### src/rtl/dmem_debug_port.sv
// -----------------------------------------------------------------------------
// dmem_debug_port
//
// Debug-side master for port B of the data memory. Accepts single-word read,
// single-word write, range fill and range dump commands, drives the
// synchronous-read block RAM through A2/WD2/WE2/RD2 and returns read words (or
// a single acknowledge for write-type commands) on a response channel. It runs
// alongside the CPU pipeline on port A and never touches port A.
//
// Handshakes: both channels use strict valid/ready. A beat transfers on a rising
// clk edge where valid && ready are both high. Once rsp_valid is raised it stays
// high, with rsp_data/rsp_addr/rsp_last unchanged, until that transfer happens
// (reset is the only exception). The command sender must hold cmd_* stable
// until it sees cmd_ready.
//
// Ports
//   clk, rst              clock, asynchronous active-high reset
//   cmd_valid/cmd_ready   command handshake (cmd_ready is IDLE && !rst)
//   cmd_op                00 read, 01 write, 10 fill range, 11 dump range
//   cmd_addr              start byte address, bits [1:0] ignored
//   cmd_len               word count for fill/dump (ignored for single ops)
//   cmd_data, cmd_be      write/fill word and byte enables
//   rsp_valid/rsp_ready   response handshake
//   rsp_data              read word, 0 for write/fill acknowledges
//   rsp_addr              word address of rsp_data (start address for acks)
//   rsp_last              final response of the command
//   busy                  high whenever the FSM is not idle
//   A2, WD2, WE2          port-B address, write data, byte write enables
//   RD2                   port-B read data, valid one cycle after A2 sampled
//   dbg_state             current FSM state, for observation only
// -----------------------------------------------------------------------------
module dmem_debug_port #(
   parameter int LEN_W = 16
) (
   input  logic             clk,
   input  logic             rst,
   input  logic             cmd_valid,
   output logic             cmd_ready,
   input  logic [1:0]       cmd_op,
   input  logic [31:0]      cmd_addr,
   input  logic [LEN_W-1:0] cmd_len,
   input  logic [31:0]      cmd_data,
   input  logic [3:0]       cmd_be,
   output logic             rsp_valid,
   input  logic             rsp_ready,
   output logic [31:0]      rsp_data,
   output logic [31:0]      rsp_addr,
   output logic             rsp_last,
   output logic             busy,
   output logic [31:0]      A2,
   output logic [31:0]      WD2,
   output logic [3:0]       WE2,
   input  logic [31:0]      RD2,
   output logic [2:0]       dbg_state
);

   typedef enum logic [2:0] {
      S_IDLE = 3'd0,
      S_WR   = 3'd1,
      S_RD   = 3'd2,
      S_CAP  = 3'd3,
      S_RSP  = 3'd4,
      S_ACK  = 3'd5
   } state_t;

   state_t             state_q;
   logic [LEN_W-1:0]   cnt_q;
   logic [31:0]        start_q;
   logic [31:0]        a2_q;
   logic [31:0]        wd2_q;
   logic [3:0]         we2_q;
   logic               rsp_valid_q;
   logic [31:0]        rsp_data_q;
   logic [31:0]        rsp_addr_q;
   logic               rsp_last_q;
   logic               busy_q;

   // Decoded view of the incoming command.
   logic [31:0]        cmd_addr_al;
   logic               cmd_is_range;
   logic               cmd_is_write;
   logic [LEN_W-1:0]   cmd_cnt;
   logic               cnt_is_one;

   assign cmd_addr_al  = {cmd_addr[31:2], 2'b00};
   assign cmd_is_range = cmd_op[1];
   // 01 write and 10 fill are the write-type ops.
   assign cmd_is_write = cmd_op[1] ^ cmd_op[0];
   assign cmd_cnt      = cmd_is_range ? cmd_len : LEN_W'(1);
   assign cnt_is_one   = (cnt_q == LEN_W'(1));

   // Only output that is not a register: must drop the instant rst rises.
   assign cmd_ready = (state_q == S_IDLE) && !rst;

   assign rsp_valid = rsp_valid_q;
   assign rsp_data  = rsp_data_q;
   assign rsp_addr  = rsp_addr_q;
   assign rsp_last  = rsp_last_q;
   assign busy      = busy_q;
   assign A2        = a2_q;
   assign WD2       = wd2_q;
   assign WE2       = we2_q;
   assign dbg_state = state_q;

   always_ff @(posedge clk or posedge rst) begin
      if (rst) begin
         state_q     <= S_IDLE;
         cnt_q       <= '0;
         start_q     <= '0;
         a2_q        <= '0;
         wd2_q       <= '0;
         we2_q       <= '0;
         rsp_valid_q <= 1'b0;
         rsp_data_q  <= '0;
         rsp_addr_q  <= '0;
         rsp_last_q  <= 1'b0;
         busy_q      <= 1'b0;
      end else begin
         case (state_q)
            S_IDLE: begin
               if (cmd_valid) begin
                  start_q <= cmd_addr_al;
                  cnt_q   <= cmd_cnt;
                  busy_q  <= 1'b1;
                  if (cmd_cnt == '0) begin
                     // Empty range: acknowledge without any port-B access.
                     rsp_valid_q <= 1'b1;
                     rsp_data_q  <= '0;
                     rsp_addr_q  <= cmd_addr_al;
                     rsp_last_q  <= 1'b1;
                     state_q     <= S_ACK;
                  end else if (cmd_is_write) begin
                     a2_q    <= cmd_addr_al;
                     wd2_q   <= cmd_data;
                     we2_q   <= cmd_be;
                     state_q <= S_WR;
                  end else begin
                     a2_q    <= cmd_addr_al;
                     we2_q   <= '0;
                     state_q <= S_RD;
                  end
               end
            end

            S_WR: begin
               // One word commits at the edge closing each WR cycle.
               cnt_q <= cnt_q - LEN_W'(1);
               a2_q  <= a2_q + 32'd4;
               if (cnt_is_one) begin
                  we2_q       <= '0;
                  rsp_valid_q <= 1'b1;
                  rsp_data_q  <= '0;
                  rsp_addr_q  <= start_q;
                  rsp_last_q  <= 1'b1;
                  state_q     <= S_ACK;
               end
            end

            S_ACK: begin
               if (rsp_ready) begin
                  rsp_valid_q <= 1'b0;
                  busy_q      <= 1'b0;
                  state_q     <= S_IDLE;
               end
            end

            // RAM samples A2 at the edge closing RD; RD2 is valid during CAP.
            S_RD: begin
               state_q <= S_CAP;
            end

            S_CAP: begin
               rsp_valid_q <= 1'b1;
               rsp_data_q  <= RD2;
               rsp_addr_q  <= a2_q;
               rsp_last_q  <= cnt_is_one;
               state_q     <= S_RSP;
            end

            S_RSP: begin
               if (rsp_ready) begin
                  rsp_valid_q <= 1'b0;
                  if (rsp_last_q) begin
                     busy_q  <= 1'b0;
                     state_q <= S_IDLE;
                  end else begin
                     cnt_q   <= cnt_q - LEN_W'(1);
                     a2_q    <= a2_q + 32'd4;
                     state_q <= S_RD;
                  end
               end
            end

            default: begin
               we2_q       <= '0;
               rsp_valid_q <= 1'b0;
               busy_q      <= 1'b0;
               state_q     <= S_IDLE;
            end
         endcase
      end
   end

endmodule
### config.mk
export PLATFORM = sky130hd
export DESIGN_NAME = dmem_debug_port
export DESIGN_NICKNAME = d
export VERILOG_FILES = /design/src/rtl/dmem_debug_port.sv
export SDC_FILE = /design/constraint.sdc
export NUM_CORES = 1
export LEC_CHECK = 0
export ABC_AREA = 1
export BUFFER_PORTS_ARGS = -buffer_cell sky130_fd_sc_hd__buf_2
export CAP_MARGIN = 30
export CORE_UTILIZATION = 40
export DETAILED_ROUTE_END_ITERATION = 8
export MAX_ROUTING_LAYER = met4
export PLACE_DENSITY = 0.6
export SYNTH_ARGS = -nofsm -noshare
export SYNTH_HDL_FRONTEND = slang
export SYNTH_SLANG_ARGS = --single-unit
export TNS_END_PERCENT = 100
### constraint.sdc
create_clock -name clk -period 12.9 [get_ports clk]
set_input_delay 3.225 -clock clk [delete_from_list [all_inputs] [get_ports clk]]
set_output_delay 3.225 -clock clk [all_outputs]
set_load 0.02 [all_outputs]
Yosys cells after proc, flatten, opt, wreduce, memory -nomap -nowiden --
Cells that the tools add are included.
Operators by class: add/sub/neg operators 2, equality and inequality tests 15, muxes and demuxes 41, bitwise gates (word level) 5, reduce and logical (&&, ||, !) cells 18
Operator list (count):
- 32-bit 2-to-1 mux | 10
- 32-bit case mux with 3 select lines | 3
- 16-bit 2-to-1 mux | 4
- 16-bit case mux with 3 select lines | 1
- 32-bit by 3-bit adder with 32-bit output (second input constant) | 1
- 4-bit AND reduction | 5
- 3-bit case mux with 6 select lines | 1
- 16-bit by 1-bit equality test with 1-bit output (second input constant) | 1
- 16-bit zero test | 1
- 4-bit 2-to-1 mux | 4
- 16-bit by 1-bit subtractor with 16-bit output (second input constant) | 1
- 3-bit 2-to-1 mux | 5
- 5-bit AND reduction | 3
- 2-bit != test (second input constant) | 7
- 4-bit case mux with 3 select lines | 1
- 1-bit 2-to-1 mux | 7
- 3-bit by 2-bit equality test with 1-bit output (second input constant) | 2
- 3-bit equality test (second input constant) | 2
- 3-bit nonzero test | 2
- 1-bit case mux with 5 select lines | 1
- 2-bit 2-to-1 mux | 2
- 2-bit by 1-bit != test with 1-bit output (second input constant) | 2
- 1-bit inverter | 4
- 1-bit case mux with 4 select lines | 1
- other kinds (10) | 10
Word-level totals: register bits 184, input bits 122, output and inout port bits 139, logic and storage cells 92

Logic depth before layout (Yosys ltp) --
Gate-level depths: netlist (run 1).
depth in word-level cells 5, mapped depth 12, gate-level depth less buffers 10

Worst setup path before layout (run 1) --
OpenSTA, ideal clock, no wires.
kind input -> output, start point input port rst, end point output port cmd_ready, data arrival time 3.710 ns, data required time 9.675 ns, path slack 5.965 ns, cell stages on the path 1, path buffers 0, cells stage by stage nor3_1
Between the ends: word-level cells in the longest chain between the ends 2
RTL lines:
- start: declaration | line 36 | input logic rst,
- 1-bit zero test (no source line)
- 1-bit logical AND | line 93 | assign cmd_ready = (state_q == S_IDLE) && !rst;
- end: declaration | line 38 | output logic cmd_ready,
Every way passes these cells.

Worst setup path after layout (run 1) --
Ends and elaborated chain as after synthesis.

==> impl_metrics.csv, run 1 <==
group,metric,value,unit
status,outcome,"completed",
min_path,whs_path_depth,2,
route,drc,0,
clock_network,clock_tree.buffer_depth,2,
cells_and_area,area_delta_synth_final,21.65,%
synth,yosysWarnings,0,
clock_network,tritoncts.num_buffers,17,
synth,synthesis.area_per_instance,7.343,um^2
power_and_ir_drop,internal_power,1.732,mW
placed_design,dpl_cell_area,11240,um^2
sta,rsz0062_at_grt,"false",
route,detail_route.wirelength,28130,um
sta,fmaxAchievable,0.1443,GHz
synth,yosys_most_used_dff,"dfrtp_1",
clock_network,htree_num_levels,4,
sta,period_minus_slack,6.929,ns
synth,synth-edff-count,0,
critical_path,endpoint_kind,"primary output",
placed_design,routability_congestion_estimate_from_global_placement,0.8549,
clock_network,postCtsHoldBufs,0,
sta,timing_max_transition_violations_final,0,
clock_network,path_clk_slew,0.07,ns
synth,synth-seq-cells,181,
clock_network,clock-root-buffer,"clkbuf_16",
sta,fin_worst_hold_slack,0.4681,ns
synth,synth.cell_area,9781,um^2
critical_path,r2r-start,"cnt_q[12]",
grt,pin_count_of_the_biggest_net_entering_global_routing,80,
min_path,hold_path.class,"register to register",
cells_and_area,final_area,11900,um^2
synth,syn-instance-count,1332,
critical_path,path_class,"primary input to primary output",
grt,grt_pass1_wl,43900,um
min_path,hold-path-endpoint,"rsp_addr[16]",
placed_design,place.detailed.hpwl,20430,um
sta,finalHoldViolCount,0,
floorplan,core_area,23750,um^2
route,routed_wirelength_normalized_by_instance_count,14.88,um
clock_network,cts_setup_buffers,0,
critical_path,regToRegSetupSlack,9.73,ns
critical_path,ff2ff_path_depth,8,
clock_network,tritoncts,"built",
cells_and_area,layout.core_utilization,50.09,%
cells_and_area,drive_gt1_share,22.42,%
clock_network,cts_resized,0,
placed_design,placement.setup.worst_slack,5.977,ns
route,count_of_tritonroute_iterations_in_the_first_routing_pass,8,
power_and_ir_drop,p_leak,6.477,nW
sta,period_share,53.71,%
synth,post_synth_num_cell_types,40,
floorplan,floorplan.die.width,158.4,um
run,cap_viol_max_count,0,
floorplan,chipHeight,158.4,um
placed_design,port-buffer-count,256,
sta,setup_tns,0,ns
power_and_ir_drop,comb_power_share,53.4,%
sta,worst_pin_slew,0.9619,ns
power_and_ir_drop,switching_share,50.37,%
sta,finClkSkew,0.01463,ns
cells_and_area,num-nets-final,1684,
critical_path,timing.critical_path.from_type,"primary input",
critical_path,reg2reg_to,"rsp_addr[25]",
critical_path,crit_required,9.68,ns
floorplan,die-area,25080,um^2
route,dr_total_vias,9063,
clock_network,cts_sinks,181,
sta,post_route_worst_setup_slack,5.971,ns
synth,async_reset_ff_share,100.0,%
route,drt.antenna.violating_nets,0,
floorplan,design.portCount,261,
min_path,hold_path_startpoint,"rsp_addr[16]",
power_and_ir_drop,power.density,293.4,nW/um^2
grt,antenna_violations_before_repair,2,
power_and_ir_drop,seq_power_share,30.5,%
power_and_ir_drop,max-vdd-ir-drop,0.1532,mV
critical_path,signal_arrival_time_at_the_worst_endpoint,3.70,ns
synth,synth_seq_area_share,46.31,%
grt,via_count_of_the_first_global_routing_pass,8225,
clock_network,worst_skew_pair.late_latency,0.43,ns
grt,gr-total-overflow,0,
sta,worst_max_slew_margin_expressed_relative_to_the_limit,35.71,%
floorplan,initial_utilization,41.18,%
route,initialDrtViolationCount,602,
sta,finalSetupViolCount,0,
floorplan,placementRows,56,
power_and_ir_drop,p_clk_share,16.1,%
power_and_ir_drop,switching_power,1.759,mW
route,average_via_count_per_standard_cell,4.793,
grt,grt_use_total,23.34,%
critical_path,worstPathMaxFanout,2,
[state kept, by name, summed over array words and instances, names as in the netlist]
signal / flops
rsp_last: 1
rsp_valid: 1
WD2: 32
rsp_data: 32
WE2: 4
rsp_addr: 31
start_q: 30
cnt_q: 16
A2: 30
dbg_state: 3
busy: 1
[through the flow]
stage          total power, mW  instances
2_1_floorplan            2.419       1333
3_3_place_gp             2.917       1855
3_5_place_dp             2.952       1857
4_1_cts                  3.523       1889
5_1_grt                  3.805       1891
6_report                 3.491       1891
[cell usage in the layout, fill, tap and decap left out, types with 2 or more instances in the layout]
| cell | n |
|---|---|
| nand3b_1 | 10 |
| dfrtp_1 | 181 |
| nand2_2 | 4 |
| nand2_1 | 552 |
| inv_1 | 103 |
| clkbuf_16 | 17 |
| nand2_4 | 5 |
| o21ai_1 | 10 |
| nor2_1 | 119 |
| mux2_2 | 21 |
| nor2_8 | 2 |
| o21ai_0 | 89 |
| bufinv_16 | 2 |
| a21boi_0 | 2 |
| buf_4 | 9 |
| buf_2 | 256 |
| diode_2 | 2 |
| nor3_1 | 6 |
| nand3_2 | 4 |
| inv_2 | 7 |
| nor2_2 | 2 |
| nand4_1 | 39 |
| inv_8 | 5 |
| xnor2_1 | 4 |
| clkinv_8 | 4 |
| nand3_1 | 76 |
| buf_16 | 2 |
| clkinv_4 | 2 |
| inv_6 | 2 |
| ha_1 | 5 |
| xor2_1 | 3 |
| a21oi_1 | 11 |
| conb_1 | 2 |
[cells by family (layout without fill, tap and decap cells)]
logic type / Yosys count / count (layout) / synth area share, %
AO/OA/AOI/OAI: 119 / 119 / 6.550
XOR/XNOR: 7 / 7 / 0.6269
adder cells (fa/ha/maj): 5 / 5 / 0.6396
buffers and inverters: 173 / 410 / 7.880
flip-flops: 181 / 181 / 46.31
multiplexers: 21 / 21 / 2.418
other: 1 / 4 / 0.03834
AND/OR/NAND/NOR: 825 / 825 / 35.54
[how the worst max path moves through the flow]
stage	start	end
after floorplan	rst	A2[10]
after global placement	rst	cmd_ready
after detailed placement	rst	cmd_ready
after CTS	rst	cmd_ready
after global routing	rst	cmd_ready
final	rst	cmd_ready
[area by class of cell]
type	count	area (um^2)
fill	2365	11860
sequential	181	4529
multi-input combinational	979	4489
timing repair buffer	267	1404
clock buffer	17	425.4
inverter	111	421.7
tap	319	399.1
clock inverter	15	224.0
antenna	2	5.005
[synth_stat cells, types with 2 or more instances]
cell type / instances / area share (%)
mux2_2: 21 / 2.4
inv_2: 7 / 0.27
nor2_1: 120 / 4.6
nand3_2: 4 / 0.41
nand3_1: 76 / 3.9
nand2_2: 3 / 0.19
a21oi_1: 11 / 0.56
ha_1: 5 / 0.64
clkbuf_1: 16 / 0.61
xnor2_1: 4 / 0.36
nand3b_1: 10 / 0.77
inv_1: 104 / 4.0
nor3_1: 6 / 0.31
buf_2: 25 / 1.3
a21boi_0: 2 / 0.15
o21ai_0: 89 / 4.6
buf_6: 3 / 0.35
xor2_1: 3 / 0.27
buf_4: 18 / 1.4
nor2_8: 2 / 0.41
nand2_4: 5 / 0.58
o21ai_1: 10 / 0.51
nand4_1: 39 / 2.5
nand2_1: 553 / 21
dfrtp_1: 181 / 46
[power by group through the flow]
stage	registers, mW	logic (mW)	clock network (mW)
finish	1.07	1.86	0.561
global route	1.11	2.10	0.596
CTS	1.06	1.88	0.576
detailed placement	1.07	1.88	0
global placement	1.06	1.85	0
floorplan	1.26	1.16	0
[critical path: stages]
cell and delay [ns]:
buf_2 0.13, nor3_1 0.16, buf_2 0.19
[metal layers]
| layer | GRT usage [%] | up-vias | wire (um) |
|---|---|---|---|
| met4 | 6.364 | 0 | 354 |
| met2 | 37.43 | 250 | 13180 |
| li1 | - | 4664 | - |
| met3 | 3.348 | 21 | 1414 |
| met1 | 30.85 | 4128 | 13180 |
| met5 | - | - | 0 |
(Power assumes the default switching activity.)
==> inputs of run 2 (changes only) <==
--- a/config.mk
+++ b/config.mk
@@ -5,13 +5,13 @@
 export SDC_FILE = /design/constraint.sdc
 export NUM_CORES = 1
 export LEC_CHECK = 0
-export ABC_AREA = 1
+export ABC_AREA = 0
 export BUFFER_PORTS_ARGS = -buffer_cell sky130_fd_sc_hd__buf_2
 export CAP_MARGIN = 30
 export CORE_UTILIZATION = 40
 export DETAILED_ROUTE_END_ITERATION = 8
 export MAX_ROUTING_LAYER = met4
-export PLACE_DENSITY = 0.6
+export PLACE_DENSITY = 0.61
 export SYNTH_ARGS = -nofsm -noshare
 export SYNTH_HDL_FRONTEND = slang
 export SYNTH_SLANG_ARGS = --single-unit
==> constraint.sdc (replaced) <==
create_clock -name clk -period 7.1 [get_ports clk]
set_input_delay 1.775 -clock clk [delete_from_list [all_inputs] [get_ports clk]]
set_output_delay 1.775 -clock clk [all_outputs]
set_load 0.02 [all_outputs]
==> impl_metrics.csv, run 2 <==
group,metric,value,unit
status,outcome,"finished, violations left",
status,failed_checks,"design-rule violations",
critical_path,critPathTopFamily,"buffers and inverters",
synth,synth-edff-count,0,
critical_path,timing.critical_path.from,"dbg_state[1]",
clock_network,path_clk_slew,0.08,ns
critical_path,worst-path-buf-inv,3,
critical_path,worstPathMaxFanout,44,
critical_path,crit_path_cell_trace,"buf_4, clkinv_1, nand3_1, nor2_1, buf_2",
floorplan,placementRows,54,
synth,yosysWarnings,0,
power_and_ir_drop,switching_share,44.28,%
synth,synthesis.area_per_instance,10.91,um^2
critical_path,r2r-start,"dbg_state[1]",
critical_path,regToRegSetupSlack,4.01,ns
synth,post_synth_num_cell_types,64,
cells_and_area,most-common-layout-cells,"buf_2, dfrtp_1, nand2_1, o21ai_0, a21oi_1",
grt,grt_use_met2,34.45,%
critical_path,endpoint_kind,"primary output",
grt,grt_pass1_wl,38360,um
sta,finClkSkew,0.01296,ns
grt,gr-total-overflow,0,
synth,netlist_top_cells_area,"dfrtp_1, mux2_2, mux2_4, mux2i_1, o21ai_0",
floorplan,core_area,22030,um^2
grt,via_count_of_the_first_global_routing_pass,7130,
critical_path,reg2reg_to,"rsp_addr[19]",
placed_design,placement.setup.worst_slack,2.894,ns
sta,fmaxAchievable,0.2440,GHz
route,detail_route.wirelength,23220,um
clock_network,postCtsHoldBufs,0,
critical_path,ff2ff_path_depth,7,
critical_path,path_class,"register to primary output",
critical_path,critical_path.slowest_cell,"buf_4",
clock_network,cts_resized,0,
synth,async_reset_ff_share,100.0,%
critical_path,signal_arrival_time_at_the_worst_endpoint,2.32,ns
power_and_ir_drop,p_clk_share,16.2,%
power_and_ir_drop,p_leak,5.197,nW
route,drc,15,
route,initialDrtViolationCount,325,
floorplan,initial_utilization,41.06,%
clock_network,tritoncts.num_buffers,17,
cells_and_area,num-nets-final,1181,
sta,post_route_worst_setup_slack,3.001,ns
critical_path,critical_path_depth,5,
sta,worst_max_slew_margin_expressed_relative_to_the_limit,33.29,%
route,routed_wirelength_normalized_by_instance_count,17.21,um
clock_network,htree_num_levels,4,
synth,synth.top_cell.area_share,50.08,%
sta,finalSetupViolCount,0,
min_path,hold_path_startpoint,"busy",
grt,use_met1,27.13,%
clock_network,clock_tree.buffer_depth,2,
cells_and_area,num-fill-cells,2061,
synth,syn-instance-count,829,
clock_network,clock-root-buffer,"clkbuf_16",
synth,post-synth-top-count-cell,"dfrtp_1",
cells_and_area,area_delta_synth_final,23.08,%
grt,grt.met3_usage,4.124,%
clock_network,cts_sinks,181,
route,average_via_count_per_standard_cell,5.456,
cells_and_area,drive_gt1_share,36.74,%
grt,antenna_violations_before_repair,2,
placed_design,port-buffer-count,256,
floorplan,design.portCount,261,
power_and_ir_drop,seq_power_share,32.4,%
route,dr_total_vias,7360,
sta,finalHoldViolCount,0,
synth,synth_largest_area_cell,"dfrtp_1",
route,drt.antenna.violating_nets,0,
grt,globalRoute.busiestLayer,"met2",
sta,worst_pin_slew,1.001,ns
grt,grt_use_total,21.17,%
power_and_ir_drop,internal_power,3.223,mW
clock_network,tritoncts,"built",
clock_network,cts_setup_buffers,0,
critical_path,critical-path-max-stage-delay,0.56,ns
critical_path,worstSetupEndpoint,"cmd_ready",
sta,period_share,57.73,%
min_path,hold_path.class,"register to register",
placed_design,place.detailed.hpwl,15580,um
synth,post_synth_most_frequent_cells,"dfrtp_1, nand2_1, o21ai_0",
synth,synth-seq-cells,181,
cells_and_area,layout_commonest_cell,"buf_2",
route,count_of_tritonroute_iterations_in_the_first_routing_pass,7,
sta,period_minus_slack,4.099,ns
synth,synth_seq_area_share,50.08,%
sta,rsz0062_at_grt,"false",
floorplan,chipHeight,152.4,um
floorplan,die-area,23220,um^2
critical_path,timing.critical_path.from_type,"register",
power_and_ir_drop,power.density,519.7,nW/um^2
sta,setup_tns,0,ns
power_and_ir_drop,max-vdd-ir-drop,0.3187,mV
clock_network,worst_skew_pair.late_latency,0.43,ns
synth,yosys_most_used_dff,"dfrtp_1",
sta,timing_max_transition_violations_final,0,
synth,synth.cell_area,9044,um^2
run,cap_viol_max_count,0,
placed_design,routability_congestion_estimate_from_global_placement,0.8478,
floorplan,floorplan.die.width,152.4,um
critical_path,crit_required,5.33,ns
power_and_ir_drop,comb_power_share,51.4,%
power_and_ir_drop,switching_power,2.562,mW
grt,pin_count_of_the_biggest_net_entering_global_routing,182,
==> run 2: cell types whose count changed after synthesis, sizes merged, moves of 29 or more <==
cell / delta
a22o: +34
o21ai: -30
nand3: -52
mux2: +71
inv: -97
nand4: -29
mux2i: +34
nand2: -491
nor2: -98
a21oi: +42
==> run 2: through the flow <==
step                      util [%]  total power, mW  instance area (um^2)  hold WS (ns)  std cells
after floorplan                  -            4.060                  9047        0.4799        830
after global placement       47.53            4.772                 10470        0.4591       1311
after detailed placement     47.75            4.866                 10520        0.4667       1314
after CTS                    50.42            5.824                 11110        0.4855       1346
after global routing         50.53            6.214                 11130        0.5043       1349
final                        50.53            5.785                 11130        0.4795       1349
==> run 2: routing by layer <==
metal | wire [um] | vias to the layer above
met4 | 223 | 0
li1 | - | 3514
met1 | 10410 | 3611
met5 | 0 | -
met2 | 11390 | 220
met3 | 1196 | 15
==> run 2: how the worst min path moves through the flow <==
stage	endpoint	slack, ns	depth (start not counted)
6_report	busy	0.48	1
5_1_grt	busy	0.50	1
4_1_cts	busy	0.49	1
3_5_place_dp	busy	0.47	1
3_3_place_gp	busy	0.46	1
2_1_floorplan	start_q[31]	0.48	1
==> run 2: final cells by class <==
type	count	area [um^2]	area share, %
repair buffers	268	1421	12.77
flip-flops and latches	181	4531	40.70
inverters	15	61.31	0.5508
well taps	280	350.3	3.147
diodes	2	5.005	0.04496
clock buffers	18	429.2	3.856
clock inverters	14	158.9	1.428
multi-input cells	571	4174	37.50
==> run 2: power groups by stage <==
stage	Sequential (mW)	Combinational, mW	Clock (mW)
3_3_place_gp	1.87	2.90	0
6_report	1.87	2.98	0.938
4_1_cts	1.87	2.99	0.962
5_1_grt	1.95	3.26	1.00
2_1_floorplan	2.19	1.87	0
3_5_place_dp	1.89	2.98	0
==> run 2: logic make-up after synthesis <==
kind of cell,synth area share (%)
simple gates,12.38
xor+xnor,0.1937
flops,50.08
buf+inv,4.164
other cells,0.04147
fa+ha+maj,0.6918
compound gates,16.15
mux,16.30
==> inputs of run 3 (changes only) <==
==> constraint.sdc (replaced) <==
create_clock -name clk -period 3.8 [get_ports clk]
set_input_delay 0.95 -clock clk [delete_from_list [all_inputs] [get_ports clk]]
set_output_delay 0.95 -clock clk [all_outputs]
set_load 0.02 [all_outputs]
==> impl_metrics.csv, run 3 (synthesis gave the netlist of run 2 again) <==
group,metric,value,unit
critical_path,regToRegSetupSlack,1.01,ns
critical_path,crit_path_cell_trace,"buf_2, or4_4, nor3_4, a21oi_1, or3_4, buf_16, mux2_4",
critical_path,path_class,"primary input to register",
clock_network,cts_setup_buffers,0,
floorplan,design.portCount,261,
cells_and_area,num-nets-final,1191,
grt,grt_pass1_wl,38250,um
critical_path,worstPathMaxFanout,52,
run,cap_viol_max_count,0,
critical_path,ff2ff_path_depth,8,
sta,period_share,76.25,%
critical_path,r2r-start,"cnt_q[1]",
cells_and_area,seq_area,4531,um^2
cells_and_area,multiInputGateArea,4177,um^2
floorplan,floorplan.die.width,152.4,um
clock_network,postCtsHoldBufs,0,
sta,finalHoldViolCount,0,
grt,grt_use_total,21.19,%
critical_path,signal_arrival_time_at_the_worst_endpoint,3.21,ns
floorplan,die-area,23220,um^2
min_path,hold_path.class,"primary input to async pin",
placed_design,routability_congestion_estimate_from_global_placement,0.8569,
critical_path,critPathTopFamily,"simple AND/OR/NAND/NOR gates",
critical_path,endpoint_kind,"register",
route,dr_total_vias,7385,
clock_network,clock_tree.buffer_depth,2,
route,drc,16,
sta,timing_max_transition_violations_final,0,
placed_design,port-buffer-count,256,
floorplan,initial_utilization,41.06,%
critical_path,reg2reg_to,"rsp_addr[12]",
status,outcome,"finished, violations left",
cells_and_area,drive_gt1_share,37.45,%
placed_design,place.detailed.hpwl,16390,um
sta,finClkSkew,0.01394,ns
cells_and_area,area_delta_synth_final,24.25,%
sta,fmaxAchievable,0.3451,GHz
clock_network,tritoncts,"built",
floorplan,chipHeight,152.4,um
status,failed_checks,"design-rule violations",
power_and_ir_drop,max-vdd-ir-drop,0.5382,mV
clock_network,htree_num_levels,4,
grt,antenna_violations_before_repair,1,
critical_path,crit_required,4.11,ns
power_and_ir_drop,power.density,964.5,nW/um^2
sta,finalSetupViolCount,0,
route,initialDrtViolationCount,404,
critical_path,critical-path-max-stage-delay,0.56,ns
cells_and_area,layout_commonest_cell,"buf_2",
sta,setup_tns,0,ns
critical_path,timing.critical_path.from_type,"primary input",
floorplan,core_area,22030,um^2
floorplan,placementRows,54,
grt,via_count_of_the_first_global_routing_pass,7047,
clock_network,cts_resized,0,
clock_network,cts_sinks,181,
route,routed_wirelength_normalized_by_instance_count,17.06,um
critical_path,critical_path.slowest_cell,"or4_4",
route,count_of_tritonroute_iterations_in_the_first_routing_pass,7,
grt,pin_count_of_the_biggest_net_entering_global_routing,65,
power_and_ir_drop,p_leak,5.253,nW
cells_and_area,most-common-layout-cells,"buf_2, dfrtp_1, nand2_1, o21ai_0, a21oi_1",
sta,worst_max_slew_margin_expressed_relative_to_the_limit,46.08,%
clock_network,tritoncts.num_buffers,17,
clock_network,clock-root-buffer,"clkbuf_16",
clock_network,worst_skew_pair.late_latency,0.43,ns
critical_path,critical_path_depth,7,
clock_network,path_clk_slew,0.07,ns
sta,rsz0062_at_grt,"false",
route,drt.antenna.violating_nets,0,
cells_and_area,layout.core_utilization,51.02,%
route,detail_route.wirelength,23140,um
sta,worst_pin_slew,0.8039,ns
cells_and_area,num-fill-cells,2044,
sta,period_minus_slack,2.897,ns
grt,gr-total-overflow,0,
critical_path,worst-path-buf-inv,2,
route,average_via_count_per_standard_cell,5.442,
==> run 3: cell count changes in the layout (fill, tap and decap cells not counted), moves of 2 or more <==
cell / before / now
clkinvlp_4: 1 / 3
buf_4: 7 / 16
clkinv_4: 3 / 1
inv_8: 3 / 5
buf_12: 2 / 5
inv_6: 4 / 2
==> run 3: worst reg2reg max path, delay by kind of cell (launching register included) <==
| family | cells | cell delay (ns) |
|---|---|---|
| adders and majority gates | 1 | 0.15 |
| buffers and inverters | 2 | 0.37 |
| DFF | 1 | 0.39 |
| muxes | 1 | 0.42 |
| and+or+nand+nor | 4 | 1.34 |
==> run 3: through the flow <==
step / hold WS, ns / instance area [um^2] / instances / setup slack, ns / total power [mW]
2_1_floorplan: 0.4799 / 9051 / 830 / 0.5274 / 7.586
3_3_place_gp: 0.4589 / 10600 / 1323 / 0.4594 / 9.004
3_5_place_dp: 0.4754 / 10600 / 1323 / 0.4372 / 9.115
4_1_cts: 0.4928 / 11190 / 1354 / 0.8921 / 10.89
5_1_grt: 0.4043 / 11240 / 1357 / 0.8782 / 11.64
6_report: 0.4201 / 11240 / 1357 / 0.9027 / 10.84
==> run 3: area by class of cell <==
type,instances,area share [%]
Multi-Input combinational cell,571,37.17
Inverter,15,0.5345
Tap cell,280,3.118
Antenna cell,1,0.02227
Sequential cell,181,40.32
Clock inverter,14,1.448
Clock buffer,17,3.786
Timing Repair Buffer,278,13.61
==> run 3: report_power, final <==
part | internal [mW] | total, mW | switching [mW] | leakage, nW
registers | 2.79 | 3.49 | 0.701 | 2.21
clock network | 0.886 | 1.75 | 0.865 | 0.281
logic | 2.37 | 5.59 | 3.22 | 2.76
total | 6.05 | 10.8 | 4.79 | 5.25
==> run 3: worst max path at each step <==
| stage | start | to | slack, ns |
|---|---|---|---|
| after global placement | cmd_len[2] | rsp_addr[18] | 0.46 |
| after CTS | cmd_len[2] | rsp_addr[12] | 0.89 |
| final | cmd_len[2] | rsp_addr[12] | 0.90 |
| after global routing | cmd_len[2] | rsp_addr[17] | 0.88 |
| after floorplan | rst | A2[10] | 0.53 |
| after detailed placement | cmd_len[2] | rsp_addr[12] | 0.44 |
==> run 3: routing by layer <==
| layer | up-vias | routed length [um] | global-route usage [%] |
|---|---|---|---|
| li1 | 3529 | - | - |
| met5 | - | 0 | - |
| met4 | 0 | 257 | 5.539 |
| met1 | 3620 | 10490 | 27.50 |
| met3 | 16 | 1358 | 4.636 |
| met2 | 220 | 11030 | 33.53 |
